`src/rtl/la_capture_ctrl.sv`:
```
// la_capture_ctrl
// Logic-analyser capture controller. It samples the probe bus on each clken
// strobe and writes every sample into a circular sample RAM. A record holds a
// programmable number of pre-trigger samples. The trigger can be a level, an
// edge, a masked pattern or immediate. A capture runs once per arm, or re-arms
// by itself after a holdoff period.
module la_capture_ctrl #(
    parameter int CH_W    = 8,
    parameter int ADDR_W  = 15,
    parameter int HOLD_W  = 24,
    parameter int HOLDOFF = 2_499_999
) (
    input  logic                    clk_50M,
    input  logic                    rst,
    input  logic                    clken,
    input  logic                    arm,
    input  logic                    abort,
    input  logic                    continuous,
    input  logic [2:0]              mode_sel,
    input  logic [$clog2(CH_W)-1:0] channel_sel,
    input  logic [CH_W-1:0]         pattern,
    input  logic [CH_W-1:0]         pat_mask,
    input  logic [ADDR_W-1:0]       pre_len,
    input  logic [CH_W-1:0]         data_in,
    output logic [ADDR_W-1:0]       wr_addr,
    output logic [CH_W-1:0]         wr_data,
    output logic                    wren,
    output logic [ADDR_W-1:0]       start_addr,
    output logic [ADDR_W-1:0]       trig_addr,
    output logic                    busy,
    output logic                    done
);

    // DEPTH as a counter-width constant; the write counter must reach DEPTH itself
    localparam logic [ADDR_W:0]   DEPTH_V   = {1'b1, {ADDR_W{1'b0}}};
    localparam logic [HOLD_W-1:0] HOLD_LAST = HOLD_W'(HOLDOFF);

    typedef enum logic [2:0] {
        S_IDLE,
        S_PREFILL,
        S_WAIT_TRIG,
        S_POST,
        S_DONE,
        S_HOLDOFF
    } state_t;

    state_t              state;
    logic [CH_W-1:0]     d1;
    logic [CH_W-1:0]     d2;
    logic [ADDR_W-1:0]   p_len;     // pre-trigger length latched at arm
    logic [ADDR_W:0]     cnt;       // writes in PREFILL, or writes since trigger in POST
    logic [HOLD_W-1:0]   hold_cnt;

    logic                trig;
    logic                ch_ok;
    logic                ch_cur;
    logic                ch_prv;
    logic                sampling;
    logic                last_wr;
    logic                wr_go;
    logic                rearm;
    logic [ADDR_W:0]     cnt_inc;
    logic [ADDR_W:0]     post_len;

    // Trigger term on the two most recent samples, valid in the write cycle
    always_comb begin
        ch_ok  = (int'(channel_sel) < CH_W);
        ch_cur = 1'b0;
        ch_prv = 1'b0;
        if (ch_ok) begin
            ch_cur = d1[channel_sel];
            ch_prv = d2[channel_sel];
        end
        case (mode_sel)
            3'd0:    trig = ch_ok & ~ch_cur;
            3'd1:    trig = ch_ok & ch_cur;
            3'd2:    trig = ch_ok & ch_cur & ~ch_prv;
            3'd3:    trig = ch_ok & ~ch_cur & ch_prv;
            3'd4:    trig = ch_ok & (ch_cur ^ ch_prv);
            3'd5:    trig = ~|((d1 ^ pattern) & pat_mask);
            default: trig = 1'b1;
        endcase
    end

    // Write qualification: the write that completes a record (or an abort)
    // suppresses a sample that arrives on the same edge, so DONE never writes
    always_comb begin
        sampling = (state == S_PREFILL) || (state == S_WAIT_TRIG) || (state == S_POST);
        cnt_inc  = cnt + 1'b1;
        post_len = DEPTH_V - {1'b0, p_len};
        last_wr  = wren && (((state == S_POST) && (cnt_inc == post_len)) ||
                            ((state == S_WAIT_TRIG) && trig && (&p_len)));
        wr_go    = clken && sampling && !abort && !last_wr;
        rearm    = ((state == S_IDLE) && arm) ||
                   ((state == S_DONE) && !continuous && arm) ||
                   ((state == S_HOLDOFF) && continuous && (hold_cnt == HOLD_LAST));
    end

    // Sample pipe and RAM write port; address advances after each write cycle
    always_ff @(posedge clk_50M or posedge rst) begin
        if (rst) begin
            d1      <= '0;
            d2      <= '0;
            wren    <= 1'b0;
            wr_data <= '0;
            wr_addr <= '0;
        end else begin
            if (clken) begin
                d1 <= data_in;
                d2 <= d1;
            end
            wren <= wr_go;
            if (wr_go) begin
                wr_data <= data_in;
            end
            if (wren) begin
                wr_addr <= wr_addr + 1'b1;
            end
        end
    end

    // Capture FSM; abort overrides every transition, arm is honoured only
    // from IDLE or a single-shot DONE
    always_ff @(posedge clk_50M or posedge rst) begin
        if (rst) begin
            state      <= S_IDLE;
            busy       <= 1'b0;
            done       <= 1'b0;
            p_len      <= '0;
            cnt        <= '0;
            hold_cnt   <= '0;
            start_addr <= '0;
            trig_addr  <= '0;
        end else if (abort) begin
            state <= S_IDLE;
            busy  <= 1'b0;
            done  <= 1'b0;
        end else if (rearm) begin
            // pre_len spans 0..DEPTH-1, so the latched length needs no clamp
            p_len <= pre_len;
            cnt   <= '0;
            busy  <= 1'b1;
            done  <= 1'b0;
            state <= (pre_len == '0) ? S_WAIT_TRIG : S_PREFILL;
        end else begin
            case (state)
                S_IDLE: begin
                    busy <= 1'b0;
                    done <= 1'b0;
                end
                S_PREFILL: begin
                    // trigger is deliberately ignored here, including the last prefill write
                    if (wren) begin
                        if (cnt_inc == {1'b0, p_len}) begin
                            cnt   <= '0;
                            state <= S_WAIT_TRIG;
                        end else begin
                            cnt <= cnt_inc;
                        end
                    end
                end
                S_WAIT_TRIG: begin
                    if (wren && trig) begin
                        trig_addr  <= wr_addr;
                        start_addr <= wr_addr - p_len;
                        cnt        <= {{ADDR_W{1'b0}}, 1'b1};
                        if (&p_len) begin
                            state <= S_DONE;
                            busy  <= 1'b0;
                            done  <= 1'b1;
                        end else begin
                            state <= S_POST;
                        end
                    end
                end
                S_POST: begin
                    if (wren) begin
                        if (cnt_inc == post_len) begin
                            state <= S_DONE;
                            busy  <= 1'b0;
                            done  <= 1'b1;
                        end else begin
                            cnt <= cnt_inc;
                        end
                    end
                end
                S_DONE: begin
                    if (continuous) begin
                        hold_cnt <= '0;
                        state    <= S_HOLDOFF;
                    end
                end
                S_HOLDOFF: begin
                    if (!continuous) begin
                        state <= S_DONE;
                    end else begin
                        hold_cnt <= hold_cnt + 1'b1;
                    end
                end
                default: begin
                    state <= S_IDLE;
                    busy  <= 1'b0;
                    done  <= 1'b0;
                end
            endcase
        end
    end

endmodule

```
`config.mk`:
```
export PLATFORM = sky130hd
export DESIGN_NAME = la_capture_ctrl
export DESIGN_NICKNAME = d
export VERILOG_FILES = /design/src/rtl/la_capture_ctrl.sv
export SDC_FILE = /design/constraint.sdc
export NUM_CORES = 1
export LEC_CHECK = 0
export ABC_AREA = 1
export ABC_CLOCK_PERIOD_IN_PS = 5200
export CELL_PAD_IN_SITES_DETAIL_PLACEMENT = 0
export CELL_PAD_IN_SITES_GLOBAL_PLACEMENT = 2
export CORE_ASPECT_RATIO = 0.5
export CORE_MARGIN = 3
export CORE_UTILIZATION = 32
export CTS_CLUSTER_DIAMETER = 100
export DETAILED_ROUTE_END_ITERATION = 16
export PLACE_DENSITY = 0.88
export SLEW_MARGIN = 25
export SYNTH_ARGS = -nofsm -noshare
export SYNTH_HDL_FRONTEND = slang
export SYNTH_SLANG_ARGS = --single-unit
```
`constraint.sdc`:
```
create_clock -name clk_50M -period 5.2 [get_ports clk_50M]
set_clock_uncertainty 0.2 [all_clocks]
set_input_delay 1.04 -clock clk_50M [delete_from_list [all_inputs] [get_ports clk_50M]]
set_output_delay 1.04 -clock clk_50M [all_outputs]
set_load 0.1 [all_outputs]
```
### Word-level counts from Yosys, hierarchy flattened

Index checks and enable logic that the tools add are counted.

| operators by class | value |
|---|---|
| muxes and demuxes | 41 |
| add/sub/neg operators | 5 |
| equality and inequality tests | 29 |
| reduce and logical (&&, ||, !) cells | 36 |
| $lt $le $gt $ge | 1 |
| bitwise operators | 9 |

Operators by type and width:

| cell | count |
|---|---|
| 16-bit 2-to-1 mux | 6 |
| 24-bit 2-to-1 mux | 2 |
| 16-bit one-hot mux with 3 select lines | 1 |
| 24-bit one-hot mux with 2 select lines | 1 |
| 3-bit 2-to-1 mux | 10 |
| 24-bit by 1-bit adder with 24-bit output, second input constant | 1 |
| 24-bit by 22-bit == test with 1-bit output, second input constant | 1 |
| 3-bit one-hot mux with 6 select lines | 1 |
| 16-bit by 1-bit adder with 16-bit output, second input constant | 1 |
| 16-bit by 15-bit == test with 1-bit output | 1 |
| 16-bit == test | 1 |
| 4-bit by 3-bit != test with 1-bit output, second input constant | 4 |
| 4-bit != test, second input constant | 4 |
| 16-bit by 15-bit subtractor with 16-bit output, first input constant | 1 |
| 15-bit by 1-bit adder with 15-bit output, second input constant | 1 |
| 15-bit logical NOT | 1 |
| 15-bit AND reduction | 1 |
| 15-bit subtractor | 1 |
| 1-bit 2-to-1 mux | 14 |
| 1-bit logical AND | 13 |
| 3-bit by 2-bit == test with 1-bit output, second input constant | 4 |
| 3-bit == test, second input constant | 4 |
| 3-bit != test, second input constant | 4 |
| 5-bit AND reduction | 2 |
| 25 further kinds | 41 |

| storage, ports and cells | value |
|---|---|
| word-level logic and storage cells | 134 |
| output and inout port bits | 56 |
| register bits after elaboration | 130 |
| bits of input ports | 51 |

### Depth between registers and ports, before layout

Gate-level depths: netlist of run 1.

| depth | value |
|---|---|
| depth in word-level cells | 11 |
| gate-level depth with buffers | 19 |
| depth with buffers taken out | 19 |

### Worst setup path before layout of run 1

No wires, ideal clock.

| path | value |
|---|---|
| kind | input to register |
| start point | in channel_sel[0] |
| end point | reg trig_addr[5] |
| cell stages on the path | 16 |
| setup time | 83 ps |
| path slack | 1858 ps |
| path buffers | 3 |
| arrival | 3059 ps |
| required time | 4917 ps |
| cell sequence | buf_2 a21oi_1 o21ai_0 nand2_1 inv_1 o21ai_0 ha_1 o21ai_0 nand3b_1 nand4_1 nand2_1 nor3_2 buf_2 buf_4 nand2_1 o21ai_0 |

| on the way | value |
|---|---|
| longest elaborated chain between the ends | 7 |

RTL lines:

| what | RTL line | source |
|---|---|---|
| start: declaration | 20 | `input logic [$clog2(CH_W)-1:0] channel_sel,` |
| 1-bit binary-select mux with 3-bit select, on equally long branches | 71, 72 |  |
| 1-bit 2-to-1 mux, on equally long branches | 71, 72 |  |
| 1-bit inverter, on equally long branches | 75, 78, 77 |  |
| 1-bit bitwise AND, on equally long branches | 78, 77 |  |
| 1-bit one-hot mux with 6 select lines * | 74 | `case (mode_sel)` |
| 1-bit logical AND * | 163 | `if (wren && trig) begin` |
| 4-bit AND reduction (no line) * | -- |  |
| end signal: assignment | 164 | `trig_addr <= wr_addr;` |
| end: declaration | 29 | `output logic [ADDR_W-1:0] trig_addr,` |

Every way passes the cells marked *; elsewhere a longest branch is shown, timed or not. The select of a mux whose other input is x is not followed.
A chain may end at the register's enable or synchronous reset.

### Worst setup path in the final report of run 1

| path | value |
|---|---|
| start point | in channel_sel[0] |
| end point | reg cnt[15] |

| on the way | value |
|---|---|
| longest elaborated chain between the ends | 8 |

RTL lines:

| what | RTL line | source |
|---|---|---|
| 1-bit binary-select mux with 3-bit select, on equally long branches | 71, 72 |  |
| 1-bit 2-to-1 mux, on equally long branches | 71, 72 |  |
| 1-bit inverter, on equally long branches | 75, 78, 77 |  |
| 1-bit bitwise AND, on equally long branches | 78, 77 |  |
| 1-bit one-hot mux with 6 select lines * | 74 |  |
| 1-bit logical AND * | 163 |  |
| 3-bit by 2-bit != test with 1-bit output (no line) * | -- |  |
| 6-bit AND reduction (no line) * | -- |  |
| end signal: assignment | 158 | `cnt <= cnt_inc;` |
| end signal: assignment | 166 | `cnt <= {{ADDR_W{1'b0}}, 1'b1};` |
| end signal: assignment | 183 | `cnt <= cnt_inc;` |
| end: declaration | 51 | `logic [ADDR_W:0] cnt;` |

Marked as above.

==> metrics.yaml, run 1 <==
critical_path:
  worstSetupPathDepth: 16
  crit_slowest_cell: "clkdlybuf4s50_1"
  start_kind: "input port"
  crit_chain: "clkdlybuf4s50_1, inv_1, a21oi_1, o21ai_0, nand2_1, inv_1, o21ai_0, ha_1, o21ai_0, nand3b_1, nand4_1, nand2_1, nand2_1, nand4_4, nand2_1, o21ai_2"
  crit_path_max_incr_delay_ps: 650
  cp.required_ps: 5300
  reg2reg_to: "cnt[15]$_DFFE_PP0P_"
  crit_family: "simple AND/OR/NAND/NOR gates"
  r2r_start: "p_len[1]$_DFFE_PP0P_"
  crit_fanout: 30
  arrival_ps: 4180
  rrSetupSlack_ps: 1980
  rr_worst_depth: 16
  crit_start: "channel_sel[0]"
  endpoint: "cnt[15]$_DFFE_PP0P_"
  end_kind: "register"
  crit_type: "input port to register"
  path_buf_inv: 3
  cpMostUsedCell: "nand2_1"
drt:
  drc: 0
  drt_first_pass_iters: 5
  ant_nets: 0
  via_per_inst: 4.96
  wl_per_cell_um: 15.9
  drtIter0Drc: 674
  drt-total-wl_um: 27200
  via_count: 8521
clocking:
  cts_setup_buffers: 0
  clock-sinks: 130
  clockRootBuffer: "clkbuf_16"
  clk_latency_ps: 430
  cts.htree.levels: 4
  clockBufferDepth: 2
  cts_buffers: 17
  clk_pin_slew_ps: 60
  cts-resized-gates: 0
  hold_buffers: 0
  cts_tree: "done"
final_layout:
  layout.nets: 1425
  drive_gt1_share_pct: 8.06
  syn_to_final_growth_pct: 22.6
  nFillCells: 2822
  antenna_cells: 0
power_and_ir_drop:
  powerDensity_mw_per_mm2: 485
  vdd_drop_max_mv: 0.297
  power_mw: 5.22
  p_leak_nw: 5.05
timing:
  relSlewSlack_pct: 31.2
  timing.setup.tns_ps: 0
  max_freq_mhz: 245
  worst_pin_slew_ps: 1030
  rsz0062_at_grt: "no"
  final.min_clock_period_ps: 4080
  finalHoldViolCount: 0
  setup-violations-final: 0
  layout_setup_ws_ps: 1120
  finalMaxSlewViolations: 0
  fin_crit_sh_pct: 78.4
  hold_ws_ps: 278
grt:
  grt_busiest_layer: "met2"
  grt_pass1_vias: 8073
  grt-ovfl-total: 0
  grt_use_met2_pct: 31.2
  antenna_found_initial: 0
  grt_pass1_wl_um: 43700
  grt_util_all_layers_pct: 19.0
  grt_util_met1_pct: 26.4
  grt_max_degree: 94
  grtUsageMet3_pct: 2.50
synthesis:
  syn_nets: 1322
  synth_edf_count: 0
  async_reset_ff_share_pct: 100
  synthTopCellsByArea: "dfrtp_1 (37%), nand2_1 (16%), inv_1 (5.9%)"
  ys_ff_latch: 130
  synthFlopType: "dfrtp_1"
  netlist_area_mm2: 0.00878
  yosysWarnings: 0
  ys_types: 50
  seq_area_frac_synth_pct: 37.0
  yosysTopAreaCellShare_pct: 37.0
  synth_top_area_cell: "dfrtp_1"
  avgSynthCellArea_um2: 7.03
  synthCells: 1249
place:
  port_buffers: 106
  hpwl_um: 21100
  place.gp.congestion: 0.900
  pre_cts_ws_ps: 749
floorplanning:
  die_h_um: 123
  io_pins: 107
  fp-row-count: 42
  die_area_mm2: 0.0296
  initial_core_util_pct: 32.9
  fp.dieW_um: 240
  core_mm2: 0.0267
flow_run:
  drv_cap: 0
hold_path:
  hold_path_class: "register to register"
run_status:
  status: "complete, no violations"
-- logic make-up after synthesis --
family / share of synthesized area (%)
and+or+nand+nor: 36.6
buffers and inverters: 8.11
AOI/OAI and AO/OA: 10.8
DFF: 37.0
xor gates and xnor gates: 4.09
adders and majority gates: 3.22
muxes: 0.128
-- synthesized netlist by cell type, types with 2 or more instances --
library cell    n
o21ai_2        15
inv_1         138
nor3b_1         2
nand4_1        49
dfrtp_1       130
clkinv_1        2
clkbuf_1       15
nor4_1          8
a31oi_1         2
nor2_2          9
o211ai_1        2
nand2_2        13
o21ai_0        66
nor2_4          5
nand4_2         2
nand3_1        96
nor3_1         22
xor2_1         28
xnor2_1        13
a21oi_1        48
o31ai_1        13
nand3_2         3
inv_2           7
nor2_1        121
or2_2           9
o21a_1          7
buf_2          10
nand3b_1        2
nand2_1       371
ha_1           21
-- layout by cell type (no fill, tap or decap), types with 3 or more instances in the layout --
master,Yosys,routed
nand2_1,371,371
inv_1,138,137
dfrtp_1,130,130
nor2_1,121,121
clkdlybuf4s50_1,0,106
nand3_1,96,96
o21ai_0,66,66
nand4_1,49,49
a21oi_1,48,48
xor2_1,28,28
nor3_1,22,22
ha_1,21,21
clkbuf_16,0,17
o21ai_2,15,15
nand2_2,13,13
xnor2_1,13,13
o31ai_1,13,13
nor2_2,9,9
or2_2,9,9
nor4_1,8,8
inv_2,7,7
o21a_1,7,7
nor2_4,5,5
clkinvlp_4,0,5
buf_4,1,5
clkinv_2,0,4
nand3_2,3,3
clkbuf_8,0,3
-- worst min path at each step --
| stage | end | depth (start not counted) | slack [ps] | start |
|---|---|---|---|---|
| floorplan | hold_cnt[4]$_DFFE_PP0P_ | 1 | 280 | hold_cnt[4]$_DFFE_PP0P_ |
| global placement | wr_data[2]$_DFFE_PP0P_ | 2 | 250 | wr_data[2]$_DFFE_PP0P_ |
| detailed placement | wr_data[4]$_DFFE_PP0P_ | 2 | 270 | wr_data[4]$_DFFE_PP0P_ |
| CTS | wr_data[2]$_DFFE_PP0P_ | 2 | 290 | wr_data[2]$_DFFE_PP0P_ |
| global route | wr_data[7]$_DFFE_PP0P_ | 2 | 300 | wr_data[7]$_DFFE_PP0P_ |
| finish | wr_data[6]$_DFFE_PP0P_ | 2 | 280 | wr_data[6]$_DFFE_PP0P_ |
-- sequential cells by signal (all words and copies together), names as in the netlist, 3 cells and up --
register and cells:
cnt 16, d1 8, d2 8, hold_cnt 24, p_len 15, start_addr 15
state 3, trig_addr 15, wr_addr 15, wr_data 8
-- stage by stage --
step | instances | util, % | area (um^2)
2_1_floorplan | 1249 | - | 8780
3_3_place_gp | 1684 | 38.2 | 10200
3_5_place_dp | 1684 | 38.2 | 10200
4_1_cts | 1716 | 40.2 | 10700
5_1_grt | 1717 | 40.3 | 10800
6_report | 1717 | 40.3 | 10800
-- layer usage --
layer  vias to the layer above  part of all wire, %
met4                         0                  1.5
li1                       4274                    -
met1                      4052                   49
met2                       171                   46
met5                         -                    0
met3                        24                  4.0
-- tightest hold or removal path: stages, from the launching register on --
cell     delay [ps]
dfrtp_1         350
nand2_1          50
nand2_1          50
-- report_power, final --
part	internal, mW	total (mW)	leakage (nW)	switching (mW)
Sequential	1.23	1.48	1.57	0.248
Combinational	0.698	2.59	3.22	1.89
Clock	0.646	1.15	0.260	0.504
-- final cells by class --
class	instances	area (um^2)	area share, %
Clock inverter	12	83.8	0.778
Inverter	147	557	5.17
Clock buffer	20	467	4.33
Sequential cell	130	3250	30.2
Multi-Input combinational cell	943	4820	44.8
Timing Repair Buffer	113	1150	10.6
Tap cell	352	440	4.09
No activity file was read; power rests on OpenSTA's default activity.
==> run 2, diff against run 1 <==
- ABC_CLOCK_PERIOD_IN_PS: 5200 -> 4100
- clock period: 5.2 -> 4.1 ns (I/O delays scaled with it)
==> metrics.yaml, run 2 (synthesized netlist as in run 1, its figures left out) <==
final_layout:
  fin_cells: 1721  # +0.23%
  nFillCells: 2808  # -0.50%
  final_core_util_pct: 40.9  # +0.51 points
  mostFrequentLayoutCells: "nand2_1 (371), inv_1 (137), dfrtp_1 (130)"
  layout.nets: 1429  # +0.28%
  final_common_cell: "nand2_1"
  drive_gt1_share_pct: 8.40  # +0.34 points
  finish.instance_area_mm2: 0.0109  # +1.3%
  syn_to_final_growth_pct: 24.2
  largest_reg_flops: 24  # unchanged
  largest_register: "hold_cnt"
  largestRegisters: "hold_cnt x24, cnt x16"
  antenna_cells: 0  # unchanged
power_and_ir_drop:
  powerDensity_mw_per_mm2: 635  # +31%
  vdd_drop_max_mv: 0.623  # +110%
  seq_power_share_pct: 27.1  # -1.2 points
  p_leak_nw: 5.13  # +1.5%
  power.clock.fraction_pct: 24.9  # +2.9 points
  power_mw: 6.92  # +33%
  p_sw_mw: 3.37  # +27%
  switching_share_pct: 48.7  # -2.0 points
  combPwrFrac_pct: 48.0  # -1.7 points
  p_int_mw: 3.55  # +38%
drt:
  via_count: 8507  # -0.16%
  drt-met1-wl_um: 13700  # +3.4%
  met2WireLength_um: 12600  # +1.1%
  ant_nets: 0  # unchanged
  drtIter0Drc: 623  # -7.6%
  wl_per_cell_um: 16.1  # +1.3%
  drc: 0  # unchanged
  met3_length_um: 1090  # +1.0%
  via_per_inst: 4.94  # -0.40%
  maxUsedRoutingLayer: "met4"
  drt-total-wl_um: 27600  # +1.5%
  drt_first_pass_iters: 5  # unchanged
floorplanning:
  initial_core_util_pct: 32.9  # unchanged
  core_mm2: 0.0267  # unchanged
  die_area_mm2: 0.0296  # unchanged
  fp-row-count: 42  # unchanged
  fp.dieW_um: 240  # unchanged
  die_h_um: 123  # unchanged
  io_pins: 107  # unchanged
timing:
  setup-violations-final: 0  # unchanged
  timing.setup.tns_ps: 0  # unchanged
  finalHoldViolCount: 0  # unchanged
  finalMaxSlewViolations: 0  # unchanged
  fin_crit_sh_pct: 83.9
  hold_ws_ps: 292  # +14.1 ps
  rsz0062_at_grt: "no"
  max_freq_mhz: 291
  final.min_clock_period_ps: 3440
  worst_pin_slew_ps: 1020  # -13.3 ps
  relSlewSlack_pct: 32.1  # +0.89 points
  layout_setup_ws_ps: 659  # -463 ps
place:
  post-place-cells: 1689  # +0.30%
  port_buffers: 106  # unchanged
  place.gp.congestion: 0.919  # +2.1%
  hpwl_um: 21500  # +1.6%
  placed_cell_area_mm2: 0.0102  # +0.58%
  pre_cts_ws_ps: 226  # -523 ps
critical_path:
  crit_path_max_incr_delay_ps: 470  # -180 ps
  crit_slowest_cell: "clkdlybuf4s50_1"
  arrival_ps: 3600  # -580 ps
  crit_type: "input port to register"
  crit_chain: "clkdlybuf4s50_1, buf_4, a21oi_1, o21ai_0, nand2_1, inv_1, o21ai_0, ha_1, o21ai_0, nand3b_1, nand4_1, nand2_1, nor3_4, buf_12, or2_2, inv_1, a21oi_1"
  crit_fanout: 60  # +100%
  end_kind: "register"
  cp.required_ps: 4260  # -1040 ps
  cpMostUsedCell: "o21ai_0"
  start_kind: "input port"
grt:
  grt-ovfl-total: 0  # unchanged
  grt_pass1_vias: 8036  # -0.46%
  grt_max_degree: 61  # -35%
  grt_util_all_layers_pct: 19.1  # +0.15 points
  antenna_found_initial: 0  # unchanged
  grt_pass1_wl_um: 43900  # +0.36%
clocking:
  cts-resized-gates: 0  # unchanged
  cts_buffers: 17  # unchanged
  clockBufferDepth: 2  # unchanged
  cts_setup_buffers: 0  # unchanged
  cts_tree: "done"
  clk_latency_ps: 440  # about the same
  cts.htree.levels: 4  # unchanged
  clock-sinks: 130  # unchanged
  clk_pin_slew_ps: 60  # about the same
  hold_buffers: 0  # unchanged
  clockRootBuffer: "clkbuf_16"
run_status:
  status: "complete, no violations"
flow_run:
  drv_cap: 0  # unchanged
hold_path:
  hold_path_class: "register to register"
run 2: changes by cell type in the layout (fill, tap and decap cells not counted), sizes merged:
cell | before | now
clkbuf | 20 | 21
bufinv | 0 | 4
clkinv | 8 | 6
clkdlybuf4s50 | 106 | 105
inv | 146 | 145
buf | 7 | 12
clkinvlp | 5 | 3
run 2: critical path: cells and delay by family:
| kind | cells | cell delay, ps |
|---|---|---|
| AND/OR/NAND/NOR | 6 | 780 |
| buffers and inverters | 5 | 980 |
| adder cells (fa/ha/maj) | 1 | 280 |
| AO/OA/AOI/OAI | 5 | 710 |
run 2: worst paths after layout:
path                                              to  depth (start not counted)  slack (ps)                    from
setup reg to reg                  cnt[2]$_DFFE_PP0P_                         14         870      cnt[0]$_DFFE_PP0P_
hold / removal                wr_data[2]$_DFFE_PP0P_                          2         290  wr_data[2]$_DFFE_PP0P_
hold reg to reg               wr_data[2]$_DFFE_PP0P_                          2         290  wr_data[2]$_DFFE_PP0P_
min in group asynchronous        cnt[12]$_DFFE_PP0P_                          2         650                     rst
max in group asynchronous     wr_data[5]$_DFFE_PP0P_                          3        2330                     rst
setup / recovery           start_addr[9]$_DFFE_PP0P_                         17         660          channel_sel[0]
run 2: power groups by stage:
stage	Clock, mW	Sequential, mW	Combinational [mW]
after global placement	0	1.89	3.30
after detailed placement	0	1.90	3.33
after CTS	1.76	1.88	3.34
after global routing	1.81	1.93	3.61
final	1.72	1.88	3.32
after floorplan	0	2.82	1.50
run 2: area by class of cell:
class / count / area (um^2) / area share [%]
well taps: 352 / 440 / 4.04
repair buffers: 117 / 1180 / 10.8
clock buffers: 21 / 480 / 4.41
multi-input cells: 943 / 4820 / 44.2
flip-flops and latches: 130 / 3250 / 29.8
inverters: 147 / 556 / 5.09
clock inverters: 11 / 175 / 1.61
run 2: per-layer routing:
metal / vias up / GRT usage, %
met2: 192 / 30.9
met1: 3998 / 27.0
li1: 4298 / -
met4: 0 / 4.46
met3: 19 / 3.10
met5: - / 0
==> run 3, diff against run 2 <==
- ABC_CLOCK_PERIOD_IN_PS: 4100 -> 3400
- clock period: 4.1 -> 3.4 ns (I/O delays scaled with it)
==> metrics.yaml, run 3 (synthesized netlist as in run 1, its figures left out) <==
grt:
  grt_util_all_layers_pct: 19.3  # +0.19 points
  grt-ovfl-total: 0  # unchanged
  grt_max_degree: 60  # -1.6%
  antenna_found_initial: 0  # unchanged
  grt_pass1_vias: 8291  # +3.2%
  grt_pass1_wl_um: 44900  # +2.3%
drt:
  ant_nets: 0  # unchanged
  wl_per_cell_um: 16.0  # -0.43%
  via_per_inst: 4.96  # +0.44%
  via_count: 8629  # +1.4%
  drc: 0  # unchanged
  drt-total-wl_um: 27800  # +0.55%
  drtIter0Drc: 613  # -1.6%
  drt_first_pass_iters: 5  # unchanged
place:
  port_buffers: 106  # unchanged
  place.gp.congestion: 0.888  # -3.4%
  pre_cts_ws_ps: -282  # -508 ps
  hpwl_um: 21400  # -0.34%
  post-place-cells: 1705  # +0.95%
hold_path:
  hold_path_class: "register to register"
floorplanning:
  die_area_mm2: 0.0296  # unchanged
  core_mm2: 0.0267  # unchanged
  fp.dieW_um: 240  # unchanged
  io_pins: 107  # unchanged
  die_h_um: 123  # unchanged
  initial_core_util_pct: 32.9  # unchanged
  fp-row-count: 42  # unchanged
timing:
  relSlewSlack_pct: 44.1  # +12 points
  final.min_clock_period_ps: 3160
  finalHoldViolCount: 0  # unchanged
  max_freq_mhz: 317
  fin_crit_sh_pct: 92.8
  layout_setup_ws_ps: 243  # -416 ps
  worst_pin_slew_ps: 831  # -184 ps
  timing.setup.tns_ps: 0  # unchanged
  setup-violations-final: 0  # unchanged
  finalMaxSlewViolations: 0  # unchanged
  rsz0062_at_grt: "yes"
power_and_ir_drop:
  power_mw: 8.23  # +19%
  power.clock.fraction_pct: 24.0  # -0.9 points
  switching_share_pct: 49.6  # +0.88 points
  seq_power_share_pct: 27.5  # +0.4 points
  p_int_mw: 4.15  # +17%
  vdd_drop_max_mv: 0.473  # -24%
  p_sw_mw: 4.08  # +21%
  p_leak_nw: 5.27  # +2.7%
  combPwrFrac_pct: 48.5  # +0.5 points
  powerDensity_mw_per_mm2: 754  # +19%
final_layout:
  antenna_cells: 0  # unchanged
  layout.nets: 1447  # +1.3%
  final_common_cell: "nand2_1"
  largest_reg_flops: 24  # unchanged
  largestRegisters: "hold_cnt x24, cnt x16"
  largest_register: "hold_cnt"
  mostFrequentLayoutCells: "nand2_1 (370), inv_1 (137), dfrtp_1 (130)"
  syn_to_final_growth_pct: 24.3  # about the same
  fin_cells: 1738  # +0.99%
  drive_gt1_share_pct: 13.6  # +5.2 points
critical_path:
  arrival_ps: 3300  # -300 ps
  end_kind: "register"
  start_kind: "input port"
  cp.required_ps: 3540  # -720 ps
  crit_family: "buffers and inverters"
  crit_type: "input port to register"
  crit_chain: "clkdlybuf4s50_1, buf_4, a21oi_1, o21ai_0, nand3_1, nand2_1, ha_1, o21ai_1, nand3b_1, nand4_1, nand2_2, nor3_4, buf_4, clkbuf_16, nand2_1, o21ai_0"
  crit_path_max_incr_delay_ps: 450  # -20 ps
  crit_fanout: 19  # -68%
  crit_slowest_cell: "clkdlybuf4s50_1"
  path_buf_inv: 4  # -1
clocking:
  cts.htree.levels: 4  # unchanged
  clk_pin_slew_ps: 60  # about the same
  cts_buffers: 17  # unchanged
  clockBufferDepth: 2  # unchanged
  clock-sinks: 130  # unchanged
  cts_tree: "done"
  clockRootBuffer: "clkbuf_16"
  clk_latency_ps: 440  # about the same
flow_run:
  drv_cap: 0  # unchanged
run_status:
  status: "complete, no violations"
==> run 3: changes by cell type in the layout (fill, tap and decap cells not counted), sizes merged <==
cell and delta:
inv +1, clkinvlp +1, buf +72, clkdlybuf4s50 -55, clkinv -1, bufinv -1
==> run 3: final cells by class <==
cell class,count,area (um^2)
Timing Repair Buffer,135,1220
Sequential cell,130,3250
Clock buffer,20,467
Inverter,147,556
Fill cell,2743,15800
Multi-Input combinational cell,943,4830
Clock inverter,11,153
Tap cell,352,440
==> run 3: final timing paths <==
| kind | from | to | slack (ps) | cells after the start |
|---|---|---|---|---|
| setup / recovery | channel_sel[0] | trig_addr[2]$_DFFE_PP0P_ | 240 | 16 |
| hold / removal | wr_data[6]$_DFFE_PP0P_ | wr_data[6]$_DFFE_PP0P_ | 270 | 2 |
| setup reg to reg | p_len[1]$_DFFE_PP0P_ | wr_data[2]$_DFFE_PP0P_ | 390 | 18 |
| hold reg to reg | wr_data[6]$_DFFE_PP0P_ | wr_data[6]$_DFFE_PP0P_ | 270 | 2 |
| max in group asynchronous | rst | p_len[11]$_DFFE_PP0P_ | 1740 | 3 |
| min in group asynchronous | rst | wren$_DFF_PP0_ | 480 | 2 |
==> run 3: per-stage QoR <==
stage / cell area (um^2) / util, % / hold WS, ps
4_1_cts: 10900 / 40.7 / 275
3_3_place_gp: 10300 / 38.4 / 256
3_5_place_dp: 10300 / 38.4 / 261
5_1_grt: 10900 / 40.9 / 290
6_report: 10900 / 40.9 / 273
2_1_floorplan: 8780 / - / 276
==> run 3: per-layer routing <==
metal / up-vias / share of wire, % / global-route usage [%]
li1: 4327 / - / -
met1: 4096 / 48 / 26.9
met2: 189 / 46 / 31.8
met3: 17 / 4.6 / 3.37
met4: 0 / 0.87 / 3.97
met5: - / 0 / 0
==> run 3: timing repair <==
item / 4_1_cts / 5_1_grt
setup buffers: 0 / 1
endpoints found under the setup margin: 0 / 51
hold buffers: 0 / 0
hold endpoints to repair: 0 / 0
gates resized for setup: 0 / 4
==> run 3: power groups by stage <==
stage / registers (mW) / logic [mW] / clock network (mW)
6_report: 2.26 / 4.00 / 1.98
5_1_grt: 2.31 / 4.35 / 2.09
4_1_cts: 2.26 / 4.00 / 2.02
3_5_place_dp: 2.28 / 3.99 / 0
3_3_place_gp: 2.28 / 3.95 / 0
2_1_floorplan: 3.41 / 1.81 / 0
==> run 3: worst reg2reg max path, cell delays in order, from the launching register on <==
cell and delay (ps):
dfrtp_1 440, inv_1 160, ha_1 290, nand3_2 150
nor2_4 220, nand2_1 110, nand2_1 90, nand2_1 50
nand2_1 50, nand2_1 50, inv_1 100, nand2_1 60
nor2_1 240, nand4_2 220, nand2_2 130, nand2_4 130
nand2_8 150, nand2_1 70, nand2_1 50
